===== config.mk =====
export PLATFORM = sky130hd
export DESIGN_NAME = bus_ctrl
export DESIGN_NICKNAME = d
export VERILOG_FILES = /design/src/rtl/bus_pkg.sv /design/src/rtl/bus_wait_cnt.sv /design/src/rtl/bus_ctrl.sv
export SDC_FILE = /design/constraint.sdc
export NUM_CORES = 1
export LEC_CHECK = 0
export CAP_MARGIN = 5
export CORE_MARGIN = 2
export CORE_UTILIZATION = 39
export DETAILED_ROUTE_END_ITERATION = 12
export GPL_TIMING_DRIVEN = 0
export PLACE_DENSITY = 0.79
export REMOVE_ABC_BUFFERS = 1
export SETUP_SLACK_MARGIN = 0.4
export SYNTH_ARGS = -nofsm -noshare
export SYNTH_HDL_FRONTEND = slang
export SYNTH_SLANG_ARGS = --single-unit

===== constraint.sdc =====
create_clock -name clk -period 2.45 [get_ports clk]
set_clock_uncertainty 0.2 [all_clocks]
set_input_delay 0.245 -clock clk [delete_from_list [all_inputs] [get_ports clk]]
set_output_delay 0.245 -clock clk [all_outputs]
set_load 0.02 [all_outputs]

===== src/rtl/bus_pkg.sv =====
// Shared definitions for the bus controller: FSM encoding and default parameters.
package bus_pkg;

  // Controller states
  typedef enum logic [1:0] {
    StIdle   = 2'd0,
    StAccess = 2'd1,
    StDone   = 2'd2,
    StErr    = 2'd3
  } bus_state_e;

  // Default configuration
  localparam int unsigned DATA_W_DEF   = 8;
  localparam int unsigned ADDR_W_DEF   = 8;
  localparam int unsigned SEL_W_DEF    = 2;
  localparam int unsigned N_SLV_DEF    = 3;
  localparam int unsigned WAIT_CYC_DEF = 1;
  localparam logic [2:0]  RO_MASK_DEF  = 3'b001;

  // Wait counter width, enough for WAIT_CYC up to 15
  localparam int unsigned CNT_W = 4;

endpackage


===== src/rtl/bus_wait_cnt.sv =====
// Access wait counter: loads a start value, counts down to zero and holds there.
module bus_wait_cnt
  import bus_pkg::*;
#(
  parameter int unsigned CntW = CNT_W
) (
  input  logic            clk,
  input  logic            rst_n,
  input  logic            i_load,
  input  logic [CntW-1:0] i_load_val,
  input  logic            i_dec,
  output logic            o_zero
);

  logic [CntW-1:0] r_cnt;

  // Load has priority over decrement; decrement saturates at zero
  always_ff @(posedge clk or negedge rst_n) begin
    if (!rst_n) begin
      r_cnt <= '0;
    end else if (i_load) begin
      r_cnt <= i_load_val;
    end else if (i_dec && (r_cnt != '0)) begin
      r_cnt <= r_cnt - 1'b1;
    end
  end

  assign o_zero = (r_cnt == '0);

endmodule


===== src/rtl/bus_ctrl.sv =====
// Single-master bus controller: decodes a slave index from the upper address
// bits, runs a fixed-length access with wait states, and reports completion or
// rejection (unpopulated slave / write to read-only slave) with a ready pulse.
module bus_ctrl
  import bus_pkg::*;
#(
  parameter int unsigned      DATA_W   = DATA_W_DEF,
  parameter int unsigned      ADDR_W   = ADDR_W_DEF,
  parameter int unsigned      SEL_W    = SEL_W_DEF,
  parameter int unsigned      N_SLV    = N_SLV_DEF,
  parameter int unsigned      WAIT_CYC = WAIT_CYC_DEF,
  parameter logic [N_SLV-1:0] RO_MASK  = N_SLV'(RO_MASK_DEF)
) (
  input  logic                    clk,
  input  logic                    rst_n,
  input  logic                    req,
  input  logic                    we,
  input  logic [ADDR_W-1:0]       addr,
  input  logic [DATA_W-1:0]       wdata,
  output logic [DATA_W-1:0]       rdata,
  output logic                    ready,
  output logic                    err,
  output logic [N_SLV-1:0]        s_en,
  output logic                    s_read,
  output logic                    s_write,
  output logic [ADDR_W-1:0]       s_addr,
  output logic [DATA_W-1:0]       s_wdata,
  input  logic [N_SLV*DATA_W-1:0] s_rdata
);

  bus_state_e r_state;
  bus_state_e w_state_next;

  logic [SEL_W-1:0]  w_idx_in;
  logic              w_idx_ok;
  logic              w_ro;
  logic              w_reject;
  logic              w_accept;
  logic              w_cnt_load;
  logic              w_cnt_dec;
  logic              w_cnt_zero;
  logic              w_capture;
  logic [DATA_W-1:0] w_slv_rdata;

  logic              r_we;
  logic [SEL_W-1:0]  r_idx;
  logic [ADDR_W-1:0] r_addr;
  logic [DATA_W-1:0] r_wdata;
  logic [DATA_W-1:0] r_rdata;

  // Request decode on the live core inputs; only used on the accepting edge
  assign w_idx_in = addr[ADDR_W-1 -: SEL_W];
  // Extra bit so N_SLV == 2**SEL_W does not wrap to zero
  assign w_idx_ok = ({1'b0, w_idx_in} < (SEL_W + 1)'(N_SLV));
  assign w_reject = !w_idx_ok || (we && w_ro);
  assign w_accept = (r_state == StIdle) && req;

  // Read-only attribute of the addressed slave (0 for unpopulated indices)
  always_comb begin
    w_ro = 1'b0;
    for (int i = 0; i < N_SLV; i++) begin
      if (w_idx_in == SEL_W'(i)) begin
        w_ro = RO_MASK[i];
      end
    end
  end

  // Read data of the latched slave
  always_comb begin
    w_slv_rdata = '0;
    for (int i = 0; i < N_SLV; i++) begin
      if (r_idx == SEL_W'(i)) begin
        w_slv_rdata = s_rdata[i*DATA_W +: DATA_W];
      end
    end
  end

  assign w_cnt_load = w_accept && !w_reject;
  assign w_cnt_dec  = (r_state == StAccess) && !w_cnt_zero;
  assign w_capture  = (r_state == StAccess) && w_cnt_zero && !r_we;

  bus_wait_cnt #(
    .CntW (CNT_W)
  ) u_wait_cnt (
    .clk        (clk),
    .rst_n      (rst_n),
    .i_load     (w_cnt_load),
    .i_load_val (CNT_W'(WAIT_CYC)),
    .i_dec      (w_cnt_dec),
    .o_zero     (w_cnt_zero)
  );

  // FSM state register
  always_ff @(posedge clk or negedge rst_n) begin
    if (!rst_n) begin
      r_state <= StIdle;
    end else begin
      r_state <= w_state_next;
    end
  end

  // FSM next-state logic; DONE/ERR always return to IDLE so a held req
  // is taken on the following IDLE edge
  always_comb begin
    w_state_next = r_state;
    case (r_state)
      StIdle: begin
        if (req) begin
          w_state_next = w_reject ? StErr : StAccess;
        end
      end
      StAccess: begin
        if (w_cnt_zero) begin
          w_state_next = StDone;
        end
      end
      StDone:  w_state_next = StIdle;
      StErr:   w_state_next = StIdle;
      default: w_state_next = StIdle;
    endcase
  end

  // FSM outputs; strobes only in ACCESS, so s_en is one-hot or zero
  always_comb begin
    ready   = 1'b0;
    err     = 1'b0;
    s_read  = 1'b0;
    s_write = 1'b0;
    s_en    = '0;
    case (r_state)
      StAccess: begin
        s_read  = !r_we;
        s_write = r_we;
        for (int i = 0; i < N_SLV; i++) begin
          s_en[i] = (r_idx == SEL_W'(i));
        end
      end
      StDone: begin
        ready = 1'b1;
      end
      StErr: begin
        ready = 1'b1;
        err   = 1'b1;
      end
      default: ;
    endcase
  end

  // Transfer latches, taken only on the accepting edge so later input
  // changes cannot disturb the transfer in flight
  always_ff @(posedge clk or negedge rst_n) begin
    if (!rst_n) begin
      r_we    <= 1'b0;
      r_idx   <= '0;
      r_addr  <= '0;
      r_wdata <= '0;
    end else if (w_accept) begin
      r_we    <= we;
      r_idx   <= w_idx_in;
      r_addr  <= addr;
      r_wdata <= wdata;
    end
  end

  // Read data register, updated only at the end of a successful read
  always_ff @(posedge clk or negedge rst_n) begin
    if (!rst_n) begin
      r_rdata <= '0;
    end else if (w_capture) begin
      r_rdata <= w_slv_rdata;
    end
  end

  assign rdata   = r_rdata;
  assign s_addr  = r_addr;
  assign s_wdata = r_wdata;

endmodule


==> run metrics, run 1 <==
outcome=finished clean; DRC=0; CP max stage delay=600 ps; Area growth syn-to-layout=63.3%; worst setup path class=reg -> reg; pwr/cell area=1290 mW/mm2; # diodes=0; Slew headroom=46.3%; non-filler cells, final=243; DRT antenna net count=0; clock sink count=31; hold buffers post-CTS=0; Worst Path Max Fanout=12; placed cell count=232; Peak supply drop=0.629 mV; vias in the first global route=1305; final worst path period share=80.5%; Unique masters post-synth=26; Max H-tree Level=2; worst hold-check path type=in -> async; synthesized cell area=0.00148 mm2; CTS buffer count=5; Main synth FF type=dfrtp_1; Layout Nets=241; Worst EP required=2410 ps; Startpoint Class=register; largest net degree at the start of global routing=18; average size of a mapped cell=12.9 um2; CP Capture Type=register; via count=1243; Tmin final=1970 ps; total track usage=19.2%; global-route wire length before repair=6040 um; First-pass DRT Iterations=3; DIE AREA=0.00431 mm2; GP Congestion=0.831; TritonCTS clock tree=built; final setup violation count=0; final worst slack=478 ps; Leakage=0.00103 uW; Worst-Skew Late Latency=280 ps; Die W=65.6 um; final hold slack=230 ps; initial antenna violation count=0; Max Cap Viol=0; chip height=65.6 um; top post-synthesis cells by area=dfrtp_1, mux2_2, mux2i_1; root buf cell=clkbuf_8; most area-hungry cell type in the Yosys netlist=dfrtp_1; pre-CTS setup slack=-32.2 ps; sequential element share of the synthesized area=52.4%; vias per cell=5.12; Post-synth EDFFs=0; share of cells above drive strength 1=25.1%; I/O Buffers=74; initial drt markers=16; Initial Utilization=40.5%; asr flop ratio synth=100%; area share of the largest cell type after synthesis=52.4%; Synth Warn #=0; wire per inst=15.6 um; critical path cell sequence=nor3b_2 -> buf_6 -> mux2_2; RSZ-0062 raised after global routing=false; Max Freq=507 MHz; GRT overflow=0; Seq cells post-synth=31; placement row count=22; DP Wirelength=2840 um; Post-Synthesis Cells=115; Max Root-Sink Buffers=2; Reg clk slew, reported paths=60 ps; total I/O pin count=75; Worst Max-Slew Pin Slew=803 ps; final wirelength=3790 um; Max Transition Viols Final=0; final-report hold violation count=0; total core area=0.00366 mm2; Worst Path Arrival=1940 ps; CP max stage cell=nor3b_2
## per-stage QoR
stage | utilization (%) | total power (uW) | cell area [um2] | setup TNS (ps)
2_1_floorplan | - | 1900 | 1450 | -5860
3_3_place_gp | 61.4 | 2590 | 2250 | -21560
3_5_place_dp | 62.6 | 2680 | 2290 | -32.2
4_1_cts | 65.1 | 3080 | 2380 | 0
5_1_grt | 66.1 | 3330 | 2420 | 0
6_report | 66.1 | 3110 | 2420 | 0
## Yosys cell counts, types with 2 or more instances
master     number
a21oi_1         6
and2_1          3
buf_4           2
clkbuf_1        4
dfrtp_1        31
inv_1           3
mux2_2         25
mux2i_1         8
nor2b_1         2
nor3_1          2
nor3b_1         2
o21ai_0         4
o2bb2ai_1       8
or3_1           2
or3b_1          2
## cell usage in the layout (no fill, tap or decap), types with 2 or more instances in the layout
master           Yosys  routed
clkdlybuf4s50_1      0      69
dfrtp_1             31      28
mux2_2              25      25
mux2i_1              8       8
o2bb2ai_1            8       8
a21oi_1              6       6
clkbuf_8             0       5
buf_4                2       5
o21ai_0              4       4
inv_1                3       3
and2_1               3       3
nor3_1               2       2
nor2b_4              0       2
or3_1                2       2
or3b_1               2       2
clkbuf_2             0       2
dlymetal6s2s_1       0       2
dfrtp_2              0       2
## power by group
part | switching, uW | internal [uW] | total (uW)
clock | 173 | 189 | 362
sequential | 221 | 783 | 1000
combinational | 789 | 956 | 1740
total | 1180 | 1930 | 3110
## repair_timing
item | 4_1_cts | 5_1_grt
buffers inserted | 1 | 4
endpoints found under the setup margin | 6 | 12
gates resized for setup | 9 | 11
## path summary, 6_finish.rpt
path | startpoint | to | slack (ps) | depth (start not counted)
max in group asynchronous | rst_n | r_idx[0] | 1230 | 1
max | r_state[1] | s_addr[2] | 480 | 3
min reg2reg | s_wdata[6] | s_wdata[6] | 300 | 1
max reg2reg | r_state[1] | s_addr[2] | 480 | 3
min in group clk | s_wdata[6] | s_wdata[6] | 300 | 1
min | rst_n | r_state[1] | 230 | 1
## sequential cells by signal (all words and copies together) (netlist names)
register and flops:
s_addr 6, r_idx 2, rdata 8, r_state 2
s_wdata 8, r_we 1, u_wait_cnt.r_cnt 4
## metal layers
metal / GRT usage (%) / wire [um] / up-vias
met5: 0 / 0 / -
met4: 8.33 / 70 / 0
met3: 10.1 / 407 / 8
met2: 31.9 / 1850 / 61
met1: 19.9 / 1460 / 596
li1: - / - / 578
## critical path, delay by kind of cell, from the launching register on
kind | cells | cell delay [ps]
buffers and inverters | 1 | 250
flip-flops | 1 | 450
multiplexers | 1 | 350
AND/OR/NAND/NOR | 1 | 600
## area by class of cell
cell class | instances | area (um2)
fillers | 300 | 1240
clock buffers | 6 | 72.6
inverters | 3 | 11.3
well taps | 48 | 60.1
flip-flops and latches | 31 | 782
multi-input cells | 74 | 682
repair buffers | 81 | 811
## cell families (layout without fill, tap and decap cells)
kind of cell	count (synthesis)	in the layout	share of synthesized area, %
mux	33	33	24.4
flops	31	31	52.4
simple gates	21	21	10.6
compound gates	19	19	8.62
buf+inv	10	90	3.12
fa+ha+maj	1	1	0.844
No activity file was read; power rests on OpenSTA's default activity.
==> run 2: changes to the inputs <==
==> constraint.sdc (replaced) <==
create_clock -name clk -period 2 [get_ports clk]
set_clock_uncertainty 0.2 [all_clocks]
set_input_delay 0.2 -clock clk [delete_from_list [all_inputs] [get_ports clk]]
set_output_delay 0.2 -clock clk [all_outputs]
set_load 0.02 [all_outputs]
==> run 2 against run 1 <==
Combinational power up 52%. Sequential power rose by 19%. Core utilization rose by 6.8 points. Via count up 7.3%. First-iteration DRC count grew 44%. Clock power is 24% higher. Die area stayed put.
==> run metrics, run 2 (same netlist as run 1, synthesis figures left out) <==
hold buffers post-CTS=0 (unchanged); Startpoint Class=register (unchanged); CP Capture Type=register (unchanged); Layout Nets=257 (was 241); CP endpoint=rdata[2] (was s_addr[2]); final setup violation count=0 (unchanged); DP Wirelength=2840 um (unchanged); Logic pwr share=61.8% (was 56.1%); RSZ-0062 raised after global routing=true (was false); Int Power=2630 uW (was 1930 uW); final wirelength=4340 um (was 3790 um); # diodes=0 (unchanged); vias in the first global route=1414 (was 1305); worst setup path class=reg -> reg (unchanged); Max Freq=547 MHz (was 507 MHz); worst flop-to-flop path endpoint=rdata[2] (was s_addr[2]); Worst Setup SP=u_wait_cnt.r_cnt[0] (was r_state[1]); commonest non-fill, non-tap cell in the layout=clkdlybuf4s50_1 (unchanged); CTS buffer count=5 (unchanged); Die W=65.6 um (unchanged); GRT overflow=0 (unchanged); total I/O pin count=75 (unchanged); Final Util=72.9% (was 66.1%); Sequential Power Share=27.8% (was 32.3%); worst hold-check path type=in -> reg (was in -> async); Tmin final=1830 ps (was 1970 ps); Slew headroom=47.3% (was 46.3%); outcome=finished clean (unchanged); Max Cap Viol=0 (unchanged); placement row count=22 (unchanged); DIE AREA=0.00431 mm2 (unchanged); I/O Buffers=74 (unchanged); worst-case reg-to-reg path depth=5 (was 3); Max Transition Viols Final=0 (unchanged); largest net degree at the start of global routing=18 (unchanged); R2R Path Start=u_wait_cnt.r_cnt[0] (was r_state[1]); initial antenna violation count=0 (unchanged); root buf cell=clkbuf_8 (unchanged); total track usage=21.2% (was 19.2%); Area growth syn-to-layout=80.1% (was 63.3%); Design Power=4300 uW (was 3110 uW); Max H-tree Level=2 (unchanged); GP Congestion=0.831 (unchanged); final worst path period share=91.4% (was 80.5%); final-report hold violation count=0 (unchanged); Reg clk slew, reported paths=70 ps (was 60 ps); Switching Fraction=38.8% (was 38.0%); pwr/cell area=1610 mW/mm2 (was 1290 mW/mm2); most frequent cells in the layout=clkdlybuf4s50_1, dfrtp_1, dlygate4sd2_1, mux2_4, buf_4 (was clkdlybuf4s50_1, dfrtp_1, mux2_2, mux2i_1, o2bb2ai_1); DRC=0 (unchanged); Leakage=0.00122 uW (was 0.00103 uW); Peak supply drop=0.823 mV (was 0.629 mV); Worst-Skew Late Latency=290 ps (was 280 ps); Worst Max-Slew Pin Slew=788 ps (was 803 ps); global-route wire length before repair=6680 um (was 6040 um); Worst Path Arrival=1800 ps (was 1940 ps); Initial Utilization=40.5% (unchanged); total core area=0.00366 mm2 (unchanged); final hold slack=154 ps (was 230 ps); vias per cell=5.15 (was 5.12); Clock power frac=10.5% (was 11.6%); chip height=65.6 um (unchanged); R2R setup slack=170 ps (was 480 ps); Worst Path Max Fanout=8 (was 12); Psw=1670 uW (was 1180 uW); TritonCTS clock tree=built (unchanged); Max Root-Sink Buffers=2 (unchanged); share of cells above drive strength 1=38.9% (was 25.1%); clock sink count=31 (unchanged); initial drt markers=23 (was 16); wire per inst=16.8 um (was 15.6 um); First-pass DRT Iterations=2 (was 3); Worst EP required=1970 ps (was 2410 ps); via count=1334 (was 1243); DRT antenna net count=0 (unchanged)
## run 2: cell types whose count changed in the layout (fill, tap and decap cells not counted), sizes merged
cell	before	now
clkdlybuf4s50	69	42
buf	7	28
clkbuf	8	7
dlygate4sd2	1	25
dlymetal6s2s	2	0
clkdlybuf4s15	0	1
## run 2: worst min path at each step
stage	startpoint	end	slack, ps	cells after the start
global route	addr[7]	r_idx[1]	160	2
global placement	s_addr[1]	s_addr[1]	290	1
CTS	addr[7]	r_idx[1]	160	2
floorplan	rst_n	r_idx[0]	-300	0
detailed placement	rdata[4]	rdata[4]	290	1
finish	addr[7]	r_idx[1]	150	2
## run 2: critical path: stages, from the launching register on
cell      delay (ps)
dfrtp_1          420
inv_2             80
ha_4             120
nor3b_4          320
nand3b_4         210
mux2_4           340
## run 2: cell type report
type	instances	area, um2
inverter	3	11.3
multi-input combinational	74	821
timing repair buffer	97	920
tap	48	60.1
sequential	31	783
clock buffer	6	72.6
fill	267	993
## run 2: power groups by stage
stage / registers [uW] / clock network [uW] / logic [uW]
after detailed placement: 1240 / 0 / 2040
after global placement: 1210 / 0 / 1970
after floorplan: 1510 / 0 / 822
after global routing: 1230 / 494 / 2830
final: 1190 / 449 / 2650
after CTS: 1210 / 459 / 2310
## run 2: what timing repair did
| item | in CTS | in global routing |
|---|---|---|
| gates cloned | 0 | 1 |
| endpoints found under the setup margin | 61 | 39 |
| setup buffers | 14 | 6 |
| gates resized for setup | 82 | 30 |
| pin swaps | 4 | 5 |
## run 2: stage by stage
| step | setup slack, ps | instances | setup TNS, ps | instance area, um2 |
|---|---|---|---|---|
| floorplan | -773 | 108 | -16210 | 1450 |
| global route | 96.5 | 259 | 0 | 2670 |
| global placement | -1470 | 230 | -31440 | 2250 |
| CTS | 160 | 252 | 0 | 2530 |
| finish | 172 | 259 | 0 | 2670 |
| detailed placement | -437 | 232 | -1950 | 2290 |
## run 2: layer usage
metal  GRT usage [%]  wire length [um]  share of wire [%]  vias up
met5               0                 0                  0        -
met1            22.1              1690                 39      658
met4            7.81                54                1.2        0
li1                -                 -                  -      610
met2            37.1              2210                 51       59
met3            9.76               391                9.0        7
==> run 3: changes to the inputs <==
--- a/config.mk
+++ b/config.mk
@@ -7,12 +7,13 @@
 export LEC_CHECK = 0
 export CAP_MARGIN = 5
 export CORE_MARGIN = 2
-export CORE_UTILIZATION = 39
+export CORE_UTILIZATION = 41
+export CTS_BUF_LIST = sky130_fd_sc_hd__clkbuf_4
 export DETAILED_ROUTE_END_ITERATION = 12
 export GPL_TIMING_DRIVEN = 0
-export PLACE_DENSITY = 0.79
+export PLACE_DENSITY = 0.82
 export REMOVE_ABC_BUFFERS = 1
-export SETUP_SLACK_MARGIN = 0.4
+export SETUP_SLACK_MARGIN = 0.15
 export SYNTH_ARGS = -nofsm -noshare
 export SYNTH_HDL_FRONTEND = slang
 export SYNTH_SLANG_ARGS = --single-unit
==> run 3 against run 2 <==
Count of clock-buffer cells in the layout is 1 lower. Global-route usage is 1.9 points lower. Core utilization is 1.6 points lower. Cell area is 8.8% lower. Largest power group unchanged. Largest cell class unchanged.
==> run metrics, run 3 (same netlist as run 1, synthesis figures left out) <==
DIE AREA=0.00411 mm2 (was 0.00431 mm2); pre-CTS setup slack=-407 ps (was -437 ps); Reg clk slew, reported paths=100 ps (was 70 ps); Max H-tree Level=2 (unchanged); clock sink count=31 (unchanged); Worst-Skew Late Latency=330 ps (was 290 ps); share of cells above drive strength 1=29.1% (was 38.9%); outcome=finished clean (unchanged); GRT overflow=0 (unchanged); Sequential Power Share=31.5% (was 27.8%); Worst Path Max Fanout=5 (was 8); vias per cell=5.10 (was 5.15); Worst EP required=1600 ps (was 1970 ps); DP Wirelength=2850 um (was 2840 um); TritonCTS clock tree=built (unchanged); final worst slack=182 ps (was 172 ps); Fill cells=230 (was 267); final wirelength=3820 um (was 4340 um); Tmin final=1820 ps (was 1830 ps); Max Freq=550 MHz (was 547 MHz); GP Congestion=0.726 (was 0.831); Layout Nets=244 (was 257); RSZ-0062 raised after global routing=true (unchanged); hold buffers post-CTS=0 (unchanged); total I/O pin count=75 (unchanged); Peak supply drop=0.981 mV (was 0.823 mV); wire per inst=15.6 um (was 16.8 um); Max Transition Viols Final=0 (unchanged); Clock power frac=8.6% (was 10.5%); Final Util=71.2% (was 72.9%); total track usage=19.3% (was 21.2%); final setup violation count=0 (unchanged); placement row count=21 (was 22); final worst path period share=90.9% (was 91.4%); # diodes=0 (unchanged); Register Area=783 um2 (unchanged); pwr/cell area=1570 mW/mm2 (was 1610 mW/mm2); First-pass DRT Iterations=4 (was 2); worst setup path class=reg -> out (was reg -> reg); Int Power=2310 uW (was 2630 uW); Initial Utilization=43.4% (was 40.5%); Leakage=0.00103 uW (was 0.00122 uW); worst hold-check path type=in -> async (was in -> reg); DRC=0 (unchanged); Setup TNS Final=0 ps (unchanged); Max Cap Viol=0 (unchanged); chip height=64.1 um (was 65.6 um); Switching Fraction=39.3% (was 38.8%); total core area=0.00342 mm2 (was 0.00366 mm2); DRT antenna net count=0 (unchanged); Psw=1500 uW (was 1670 uW); CTS buffer count=5 (unchanged); final-report hold violation count=0 (unchanged); Area growth syn-to-layout=64.3% (was 80.1%); Die W=64.1 um (was 65.6 um); initial drt markers=29 (was 23); Slew headroom=47.2% (was 47.3%); Design Power=3810 uW (was 4300 uW); Startpoint Class=register (unchanged); CP Capture Type=primary output (was register); initial antenna violation count=0 (unchanged); largest net degree at the start of global routing=17 (was 18); most frequent cells in the layout=clkdlybuf4s50_1, dfrtp_1, mux2_2, mux2i_1, o2bb2ai_1 (was clkdlybuf4s50_1, dfrtp_1, dlygate4sd2_1, mux2_4, buf_4); Max Root-Sink Buffers=2 (unchanged); vias in the first global route=1275 (was 1414); root buf cell=clkbuf_4 (was clkbuf_8); Logic pwr share=59.9% (was 61.8%); commonest non-fill, non-tap cell in the layout=clkdlybuf4s50_1 (unchanged); Multi-input gate area=714 um2 (was 821 um2); I/O Buffers=74 (unchanged); via count=1250 (was 1334); Worst Path Arrival=1420 ps (was 1800 ps); global-route wire length before repair=6020 um (was 6680 um); Worst Max-Slew Pin Slew=790 ps (was 788 ps)
[run 3: layer usage]
metal / GRT usage (%) / vias to the layer above / part of all wire, %
met5: 0 / - / 0
met2: 33.1 / 60 / 51
li1: - / 590 / -
met3: 8.80 / 6 / 11
met4: 7.18 / 0 / 1.1
met1: 21.0 / 594 / 37
[run 3: path summary, 6_finish.rpt]
path	startpoint	to	slack, ps	cells past startpoint
worst min-delay path	rst_n	s_wdata[3]	120	1
max in group asynchronous	rst_n	r_idx[0]	910	2
worst min register to register	s_wdata[0]	s_wdata[0]	310	1
min in group clk	addr[4]	s_addr[4]	290	2
worst max-delay path	r_state[0]	s_write	180	3
worst max register to register	u_wait_cnt.r_cnt[0]	u_wait_cnt.r_cnt[0]	210	6
[run 3: power by group through the flow]
| stage | clock [uW] | combinational (uW) | sequential, uW |
|---|---|---|---|
| after floorplan | 0 | 822 | 1510 |
| after global placement | 0 | 1970 | 1210 |
| after detailed placement | 0 | 2050 | 1240 |
| after CTS | 343 | 2140 | 1230 |
| after global routing | 376 | 2440 | 1240 |
| final | 327 | 2280 | 1200 |
[run 3: cell type report]
cell class	instances	share of cell area, %
clock buffer	5	1.54
clock inverter	2	0.360
inverter	3	0.463
multi-input combinational	74	29.4
sequential	31	32.2
tap	46	2.37
timing repair buffer	84	33.7
[run 3: critical path, cell delays in order (launching register included)]
cell and delay [ps]:
dfrtp_2 450, nor2b_4 220, and2_1 150, clkdlybuf4s15_2 270
[run 3: timing repair]
action / CTS / global route
resized for setup: 29 / 9
setup endpoints to repair: 16 / 24
buffers inserted: 3 / 5
[run 3: through the flow]
step           hold WS (ps)  std cells  area (um2)
4_1_cts                 131        240        2380
3_3_place_gp            288        228        2240
2_1_floorplan          -296        108        1450
3_5_place_dp            299        230        2290
6_report                123        245        2430
5_1_grt                 141        245        2430
